===== src/rtl/serial_sub_nbit_pkg.sv =====
// Shared definitions for the serial subtractor: FSM state encoding and a
// constant-evaluable ceil(log2) used to size the step counter.
package serial_sub_nbit_pkg;

  typedef enum logic [1:0] {
    ST_IDLE = 2'd0,
    ST_RUN  = 2'd1,
    ST_DONE = 2'd2
  } state_e;

  function automatic int clog2(input int value);
    int r;
    r = 0;
    while ((1 << r) < value) begin
      r++;
    end
    return r;
  endfunction

endpackage


===== src/rtl/serial_sub_nbit_sub_digit.sv =====
// Combinational ripple of DIGIT 1-bit full-subtractor cells, LSB first:
// {bo, diff} = a - b - bi.
module sub_digit #(
  parameter int DIGIT = 1
) (
  input  logic [DIGIT-1:0] a,
  input  logic [DIGIT-1:0] b,
  input  logic             bi,
  output logic [DIGIT-1:0] diff,
  output logic             bo
);

  logic [DIGIT:0] w_brw;

  assign w_brw[0] = bi;

  for (genvar k = 0; k < DIGIT; k++) begin : g_cell
    assign diff[k]    = a[k] ^ b[k] ^ w_brw[k];
    assign w_brw[k+1] = (~(a[k] ^ b[k]) & w_brw[k]) | (~a[k] & b[k]);
  end

  assign bo = w_brw[DIGIT];

endmodule


===== src/rtl/serial_sub_nbit.sv =====
// Multi-cycle d = x - y - bin, DIGIT bits per clock LSB first, with a
// start/busy/done handshake and registered borrow, overflow and zero flags.
module serial_sub_nbit
  import serial_sub_nbit_pkg::*;
#(
  parameter int WIDTH = 8,
  parameter int DIGIT = 1
) (
  input  logic             clk,
  input  logic             rst,
  input  logic             start,
  input  logic [WIDTH-1:0] x,
  input  logic [WIDTH-1:0] y,
  input  logic             bin,
  output logic             busy,
  output logic             done,
  output logic [WIDTH-1:0] d,
  output logic             bout,
  output logic             ovf,
  output logic             zero
);

  localparam int STEPS = WIDTH / DIGIT;
  localparam int CNT_W = (STEPS > 1) ? clog2(STEPS) : 1;

  if (WIDTH < 2 || (WIDTH % DIGIT) != 0) begin : g_param_check
    $error("serial_sub_nbit: WIDTH must be >= 2 and a multiple of DIGIT");
  end

  state_e           r_state;
  state_e           w_next_state;
  logic [WIDTH-1:0] r_x_sh;
  logic [WIDTH-1:0] r_y_sh;
  logic             r_brw;
  logic [CNT_W-1:0] r_cnt;
  logic             r_x_msb;
  logic             r_y_msb;
  logic [WIDTH-1:0] r_d;
  logic             r_bout;
  logic             r_ovf;
  logic             r_zero;
  logic [DIGIT-1:0] w_diff;
  logic             w_bo;
  logic             w_last;
  logic [WIDTH-1:0] w_acc_next;

  sub_digit #(.DIGIT(DIGIT)) u_sub_digit (
    .a    (r_x_sh[DIGIT-1:0]),
    .b    (r_y_sh[DIGIT-1:0]),
    .bi   (r_brw),
    .diff (w_diff),
    .bo   (w_bo)
  );

  assign w_last = (r_cnt == CNT_W'(STEPS - 1));

  // Only the upper WIDTH-DIGIT bits of the partial result need storing: the
  // newest slice enters from the MSB end and the final slice completes d.
  if (DIGIT < WIDTH) begin : g_acc
    logic [WIDTH-DIGIT-1:0] r_acc;

    always_ff @(posedge clk) begin
      if (rst) begin
        r_acc <= '0;
      end else if (r_state == ST_RUN) begin
        r_acc <= w_acc_next[WIDTH-1:DIGIT];
      end
    end

    assign w_acc_next = {w_diff, r_acc};
  end else begin : g_acc_none
    assign w_acc_next = w_diff;
  end

  always_ff @(posedge clk) begin
    if (rst) begin
      r_state <= ST_IDLE;
    end else begin
      r_state <= w_next_state;
    end
  end

  always_comb begin
    // NOTE: every output gets a default before the case, so no path can leave
    // a signal unassigned and no latch is inferred.
    w_next_state = r_state;
    busy         = 1'b0;
    done         = 1'b0;
    case (r_state)
      ST_IDLE: if (start) w_next_state = ST_RUN;
      ST_RUN: begin
        busy = 1'b1;
        if (w_last) w_next_state = ST_DONE;
      end
      ST_DONE: begin
        done         = 1'b1;
        w_next_state = ST_IDLE;
      end
      default: w_next_state = ST_IDLE;
    endcase
  end

  always_ff @(posedge clk) begin
    // NOTE: non-blocking assignments throughout, so every register here sees
    // the pre-edge value of every other register regardless of statement order.
    if (rst) begin
      r_x_sh  <= '0;
      r_y_sh  <= '0;
      r_brw   <= 1'b0;
      r_cnt   <= '0;
      r_x_msb <= 1'b0;
      r_y_msb <= 1'b0;
      r_d     <= '0;
      r_bout  <= 1'b0;
      r_ovf   <= 1'b0;
      r_zero  <= 1'b0;
    end else begin
      case (r_state)
        ST_IDLE: begin
          if (start) begin
            r_x_sh  <= x;
            r_y_sh  <= y;
            r_brw   <= bin;
            r_cnt   <= '0;
            r_x_msb <= x[WIDTH-1];
            r_y_msb <= y[WIDTH-1];
          end
        end
        ST_RUN: begin
          r_x_sh <= r_x_sh >> DIGIT;
          r_y_sh <= r_y_sh >> DIGIT;
          r_brw  <= w_bo;
          r_cnt  <= r_cnt + 1'b1;
          // Results change only on completion and hold across later starts.
          if (w_last) begin
            r_d    <= w_acc_next;
            r_bout <= w_bo;
            r_ovf  <= (r_x_msb != r_y_msb) && (w_acc_next[WIDTH-1] != r_x_msb);
            r_zero <= (w_acc_next == '0);
          end
        end
        default: ;
      endcase
    end
  end

  assign d    = r_d;
  assign bout = r_bout;
  assign ovf  = r_ovf;
  assign zero = r_zero;

endmodule


===== config.mk =====
export PLATFORM = sky130hd
export DESIGN_NAME = serial_sub_nbit
export DESIGN_NICKNAME = d
export VERILOG_FILES = /design/src/rtl/serial_sub_nbit_pkg.sv /design/src/rtl/serial_sub_nbit_sub_digit.sv /design/src/rtl/serial_sub_nbit.sv
export SDC_FILE = /design/constraint.sdc
export NUM_CORES = 1
export LEC_CHECK = 0
export BUFFER_PORTS_ARGS = -buffer_cell sky130_fd_sc_hd__buf_2
export CAP_MARGIN = 30
export CORE_MARGIN = 2
export CORE_UTILIZATION = 44
export CTS_BUF_LIST = sky130_fd_sc_hd__clkbuf_8
export DETAILED_ROUTE_END_ITERATION = 16
export GPL_TIMING_DRIVEN = 0
export PLACE_DENSITY = 0.76
export SYNTH_ARGS = -nofsm -noshare
export SYNTH_HDL_FRONTEND = slang
export SYNTH_SLANG_ARGS = --single-unit

===== constraint.sdc =====
create_clock -name clk -period 1.7 [get_ports clk]
set_input_delay 0.085 -clock clk [delete_from_list [all_inputs] [get_ports clk]]
set_output_delay 0.085 -clock clk [all_outputs]
set_load 0.03 [all_outputs]

==> run metrics, run 1 <==
DP Wirelength 2640 microns; DRC Markers 0; fmax 653 MHz; Worst Setup Path Type register to register; die height 68.0 microns; Seq/Total Area, Yosys 0.467; Hold WC Path Type input port to register; final setup fails 0; Antenna Diode Count 0; Hold Buf Count CTS 0; Compound-Gate Fraction of Synth Area 0.228; Core ar. 3970 sq um; die area 4620 sq um; Final Power 2.26 mW; Worst Skew 0.00732 ns; Routed WL 3720 microns; Seq cells post-synth 42; YS warnings 0; synth unique cells 31; max cap viols 0; multiplexer share of the synthesized area 0.0167; clock slew at reported path FFs 0.09 ns; io pins 33; clock latency on the worst-skew pair 0.30 ns; Die Wd 68.0 microns; Post-Syn Area 1800 sq um; wire length of the first global-routing pass 6470 microns; largest family of logic cells by synthesized area compound AO/OA/AOI/OAI gates; Post-Synth Adder-Cell Area 0.0250; Synthesized Nets 233; via count 1512; vias per std cell 5.06; commonest non-fill, non-tap cell in the layout nand2_1; Sink Count 42; Worst-Margin Slew 0.632 ns; Worst Path Required 1.94 ns; Layout Nets 271; Final ANT Viol Nets 0; VDD IR max 786 uV; relative slew slack 0.579; most frequent cells in the layout nand2_1 (49), dfxtp_1 (42), buf_2 (35); Synth Area in Simple Gates 0.206; CTS tree done; post-CTS sizing 0; status finished, final reports clean; final hold vios 0; Overflow after GRT 0; # rows 23; number of fill cells 378; startpoint types register; Post CTS Setup Buffer Count 0; Area Growth Syn to Fin 19.7%; initial core utilization 0.453; Root Buffer clkbuf_8; Tot GR Track Use 0.190; share of post-route cells with drive strength above 1 0.249; Num CTS Buffers 5; Max clock buf depth 2; setup TNS 0 ns; Leakage 0.884 nW; RSZ-0062 raised after global routing false; Cells after Synth 210; Synth Area in XOR/XNOR 0; largest net degree at the start of global routing 15; initial antenna violation count 0; number of H-tree levels 2; drt wl/cell 12.4 microns; pwr/cell area 1050 nW/um^2; Final Max Slew Viols 0; crit-path max FO 5; Avg Inst Size Synth 8.57 sq um; crit end category register; Tcrit/Tclk final 0.901; drt pass-1 iters 4; port bufs 31; vias in the first global route 1406; DRT iter0 DRCs 49; Final GP Congestion 0.722; Tmin final 1.53 ns; crit path DAT 1.77 ns
cells in the mapped netlist:
library cell,count,area [sq um]
a311oi_1,1,8.76
or3b_1,1,8.76
nand2b_1,1,6.26
nor4_1,2,12.5
a21oi_1,33,165
dfxtp_1,42,841
nand2_1,49,184
o21ba_4,1,16.3
nor2_1,22,82.6
buf_2,4,20.0
inv_2,1,3.75
ha_1,2,25.0
buf_6,2,22.5
a22oi_1,2,15.0
a221oi_1,1,8.76
nor3b_2,1,12.5
fa_1,1,20.0
mux2i_1,3,30.0
nor2b_1,4,25.0
and3b_1,1,8.76
a211oi_2,9,113
inv_1,3,11.3
o22ai_1,2,12.5
nand3b_1,2,15.0
a211oi_1,7,52.6
buf_4,3,22.5
nor3_1,1,5.00
or2_2,1,6.26
o21bai_4,1,18.8
clkbuf_1,6,22.5
nand3_1,1,5.00
worst max-delay path, cell delays in order (launching register included):
cell     delay [ns]
dfxtp_1        0.31
inv_1          0.07
fa_1           0.57
nor4_1         0.29
nand3_1        0.11
a21oi_1        0.12
cell type report:
| class | instances | area, sq um | share of cell area |
|---|---|---|---|
| Multi-Input combinational cell | 149 | 857 | 0.398 |
| Sequential cell | 42 | 841 | 0.390 |
| Timing Repair Buffer | 31 | 155 | 0.0720 |
| Buffer | 15 | 87.6 | 0.0406 |
| Clock buffer | 5 | 68.8 | 0.0319 |
| Clock inverter | 3 | 68.8 | 0.0319 |
| Tap cell | 50 | 62.6 | 0.0290 |
| Inverter | 4 | 15.0 | 0.00696 |
stage by stage:
stage                     cell area [sq um]  utilization  setup slack (ns)  instances  hold slack (ns)
after floorplan                        1800            -             0.327        210            0.226
after global placement                 2020        0.508             0.214        291            0.334
after detailed placement               2020        0.508             0.167        291            0.339
after CTS                              2160        0.543             0.156        299           0.0178
after global routing                   2160        0.543            0.0417        299           0.0273
final                                  2160        0.543             0.168        299           0.0203
sequential cells by signal, indices dropped and copies added (netlist names):
signal / flops
r_y_sh: 8
d: 8
ovf: 1
r_state: 2
r_x_sh: 8
r_brw: 1
g_acc.r_acc: 7
r_x_msb: 1
r_cnt: 3
r_y_msb: 1
zero: 1
bout: 1
routing by layer:
metal	up-vias	global-route usage	wire (microns)
li1	789	-	-
met1	684	0.244	1750
met2	32	0.288	1730
met3	7	0.0559	155
met4	0	0.0975	87
met5	-	0	0
cell families (layout without fill, tap and decap cells):
logic type	after synthesis	in the layout
buf+inv	19	58
simple gates	86	86
fa+ha+maj	3	3
mux	3	3
flops	42	42
compound gates	57	57
where the power goes:
part | internal, mW | switching [mW]
Sequential | 1.03 | 0.0267
Clock | 0.589 | 0.368
Combinational | 0.104 | 0.145
Total | 1.72 | 0.540
path summary, 6_finish.rpt:
path | from | to | slack, ns | cells past startpoint
hold reg to reg | d[7] | d[7] | 0.46 | 2
hold / removal | y[2] | r_y_sh[2] | 0.02 | 3
setup reg to reg | r_y_sh[0] | zero | 0.17 | 5
setup / recovery | r_y_sh[0] | zero | 0.17 | 5
No activity file was read; power rests on OpenSTA's default activity.
==> run 2, diff against run 1 <==
--- a/config.mk
+++ b/config.mk
@@ -12,7 +12,7 @@
 export CTS_BUF_LIST = sky130_fd_sc_hd__clkbuf_8
 export DETAILED_ROUTE_END_ITERATION = 16
 export GPL_TIMING_DRIVEN = 0
-export PLACE_DENSITY = 0.76
+export PLACE_DENSITY = 0.65
 export SYNTH_ARGS = -nofsm -noshare
 export SYNTH_HDL_FRONTEND = slang
 export SYNTH_SLANG_ARGS = --single-unit
==> run 2 against run 1 <==
  * Clock skew down 0.0010 ns
  * Clock-buffer cell count unchanged
  * Largest cell class unchanged
  * Fmax up 0.73%
  * Register-to-register slack better by 0.02 ns
  * Largest power group unchanged
  * Combinational power about the same
  * Clock power down 39%
  * Cell count down 0.33%
  * Hold slack better by 0.014 ns
==> run metrics, run 2 (synthesis gave the netlist of run 1 again) <==
status finished, final reports clean; Area Growth Syn to Fin 16.3%; placed cells 291 (unchanged); Hold WC Path Type input port to register; Final GP Congestion 0.720 (-0.30%); clock latency on the worst-skew pair 0.29 ns (about the same); Antenna Diode Count 0 (unchanged); Num CTS Buffers 5 (unchanged); most frequent CP cell buf_2; CTS tree done; Hold Crit Depth 3 (unchanged); Worst Setup Path Type register to output port; Die Wd 68.0 microns (unchanged); final hold vios 0 (unchanged); final setup fails 0 (unchanged); VDD IR max 560 uV (-29%); clock share of power 0.309 (-0.114); pwr/cell area 900 nW/um^2 (-14%); Core ar. 3970 sq um (unchanged); Final Power 1.89 mW (-17%); DP Wirelength 2610 microns (-1.1%); R2R Setup Slk 0.19 ns (+0.02 ns); clock slew at reported path FFs 0.08 ns (about the same); Crit path max-delay family buffers and inverters; Gate power share 0.132 (+0.022); Tmin final 1.52 ns (-0.0112 ns); CP Cell Sequence nand2b_1, inv_2, buf_2, buf_2; largest net degree at the start of global routing 12 (-3); Root Buffer clkbuf_8; FF-to-FF Start r_y_sh[0]; crit-path max FO 10 (+5); initial antenna violation count 0 (unchanged); setup TNS 0 ns (unchanged); max cap viols 0 (unchanged); Hold Startpoint y[3]; Final Max Slew Viols 0 (unchanged); Tcrit/Tclk final 0.894 (-0.00657); Critical Path Max Stage Delay 0.33 ns (-0.24 ns); crit end category output port; drt wl/cell 12.2 microns (-2.1%); port bufs 31 (unchanged); Max stage delay cell, worst path dfxtp_1; Final Non-Filler Cells 298 (-0.33%); Worst-Margin Slew 0.643 ns (+0.0114 ns); Critical path buffers and inverters 3 (+2); vias per std cell 5.00 (-1.1%); DRC Markers 0 (unchanged); Sink Count 42 (unchanged); P_int 1.40 mW (-18%); initial core utilization 0.453 (unchanged); Final ANT Viol Nets 0 (unchanged); die area 4620 sq um (unchanged); relative slew slack 0.571 (-0.00762); fmax 658 MHz (+0.73%); Seq pwr share 0.559 (+0.092); Max clock buf depth 2 (unchanged); die height 68.0 microns (unchanged); Overflow after GRT 0 (unchanged); r2r endpoint zero; Worst Hold End r_y_sh[3]; Layout Nets 271 (unchanged); via count 1490 (-1.5%); Leakage 0.862 nW (-2.5%); number of H-tree levels 2 (unchanged); Post CTS Setup Buffer Count 0 (unchanged); Switching Power 0.482 mW (-11%); drt pass-1 iters 4 (unchanged); Hold Buf Count CTS 0 (unchanged); commonest non-fill, non-tap cell in the layout nand2_1; switching part of the total 0.256 (+0.0169); DRT iter0 DRCs 80 (+63%); share of post-route cells with drive strength above 1 0.238 (-0.0111); most frequent cells in the layout nand2_1 (49), dfxtp_1 (42), buf_2 (35); vias in the first global route 1332 (-5.3%); Tot GR Track Use 0.179 (-0.0111); wire length of the first global-routing pass 6120 microns (-5.3%); Worst Path Required 1.62 ns (-0.32 ns); crit path DAT 1.44 ns (-0.33 ns); Worst Skew 0.00630 ns (-0.00102 ns); # rows 23 (unchanged); io pins 33 (unchanged); Routed WL 3630 microns (-2.4%); post-CTS sizing 0 (unchanged); startpoint types register; Reg2Reg Depth 5 (unchanged); RSZ-0062 raised after global routing false
[run 2: tightest hold or removal path, cell delays in order]
cell      delay, ns
buf_2          0.10
nand2_1        0.04
a211oi_1       0.05
[run 2: power by group through the flow]
stage / combinational [mW] / sequential [mW] / clock, mW
after floorplan: 0.185 / 1.07 / 0
after global placement: 0.248 / 1.08 / 0
after detailed placement: 0.252 / 1.08 / 0
after CTS: 0.253 / 1.05 / 0.599
after global routing: 0.281 / 1.06 / 0.651
final: 0.250 / 1.05 / 0.583
[run 2: how the worst max path moves through the flow]
stage	startpoint	end	cells after the start
CTS	r_y_sh[0]	zero	5
detailed placement	r_y_sh[0]	zero	5
global placement	r_y_sh[0]	zero	5
floorplan	r_y_sh[0]	zero	5
finish	r_state[1]	busy	4
global route	r_y_sh[0]	zero	5
[run 2: area by class of cell]
| type | instances | area (sq um) |
|---|---|---|
| clock buffers | 5 | 68.8 |
| clock inverters | 2 | 7.51 |
| well taps | 50 | 62.6 |
| repair buffers | 31 | 155 |
| plain buffers | 15 | 87.6 |
| inverters | 4 | 15.0 |
| multi-input cells | 149 | 857 |
| flip-flops and latches | 42 | 841 |
| fillers | 397 | 1880 |
[run 2: metrics by stage]
step / worst slack, ns / hold slack (ns) / utilization / instance area, sq um
6_report: 0.180 / 0.0343 / 0.527 / 2090
5_1_grt: 0.0715 / 0.0498 / 0.527 / 2090
4_1_cts: 0.162 / 0.0270 / 0.527 / 2090
3_5_place_dp: 0.181 / 0.343 / 0.508 / 2020
3_3_place_gp: 0.200 / 0.332 / 0.508 / 2020
2_1_floorplan: 0.327 / 0.226 / - / 1800
[run 2: routing by layer]
| metal | GRT usage | part of all wire | vias up |
|---|---|---|---|
| li1 | - | - | 786 |
| met1 | 0.236 | 0.49 | 672 |
| met2 | 0.278 | 0.46 | 25 |
| met3 | 0.0444 | 0.030 | 7 |
| met4 | 0.0750 | 0.018 | 0 |
| met5 | 0 | 0 | - |
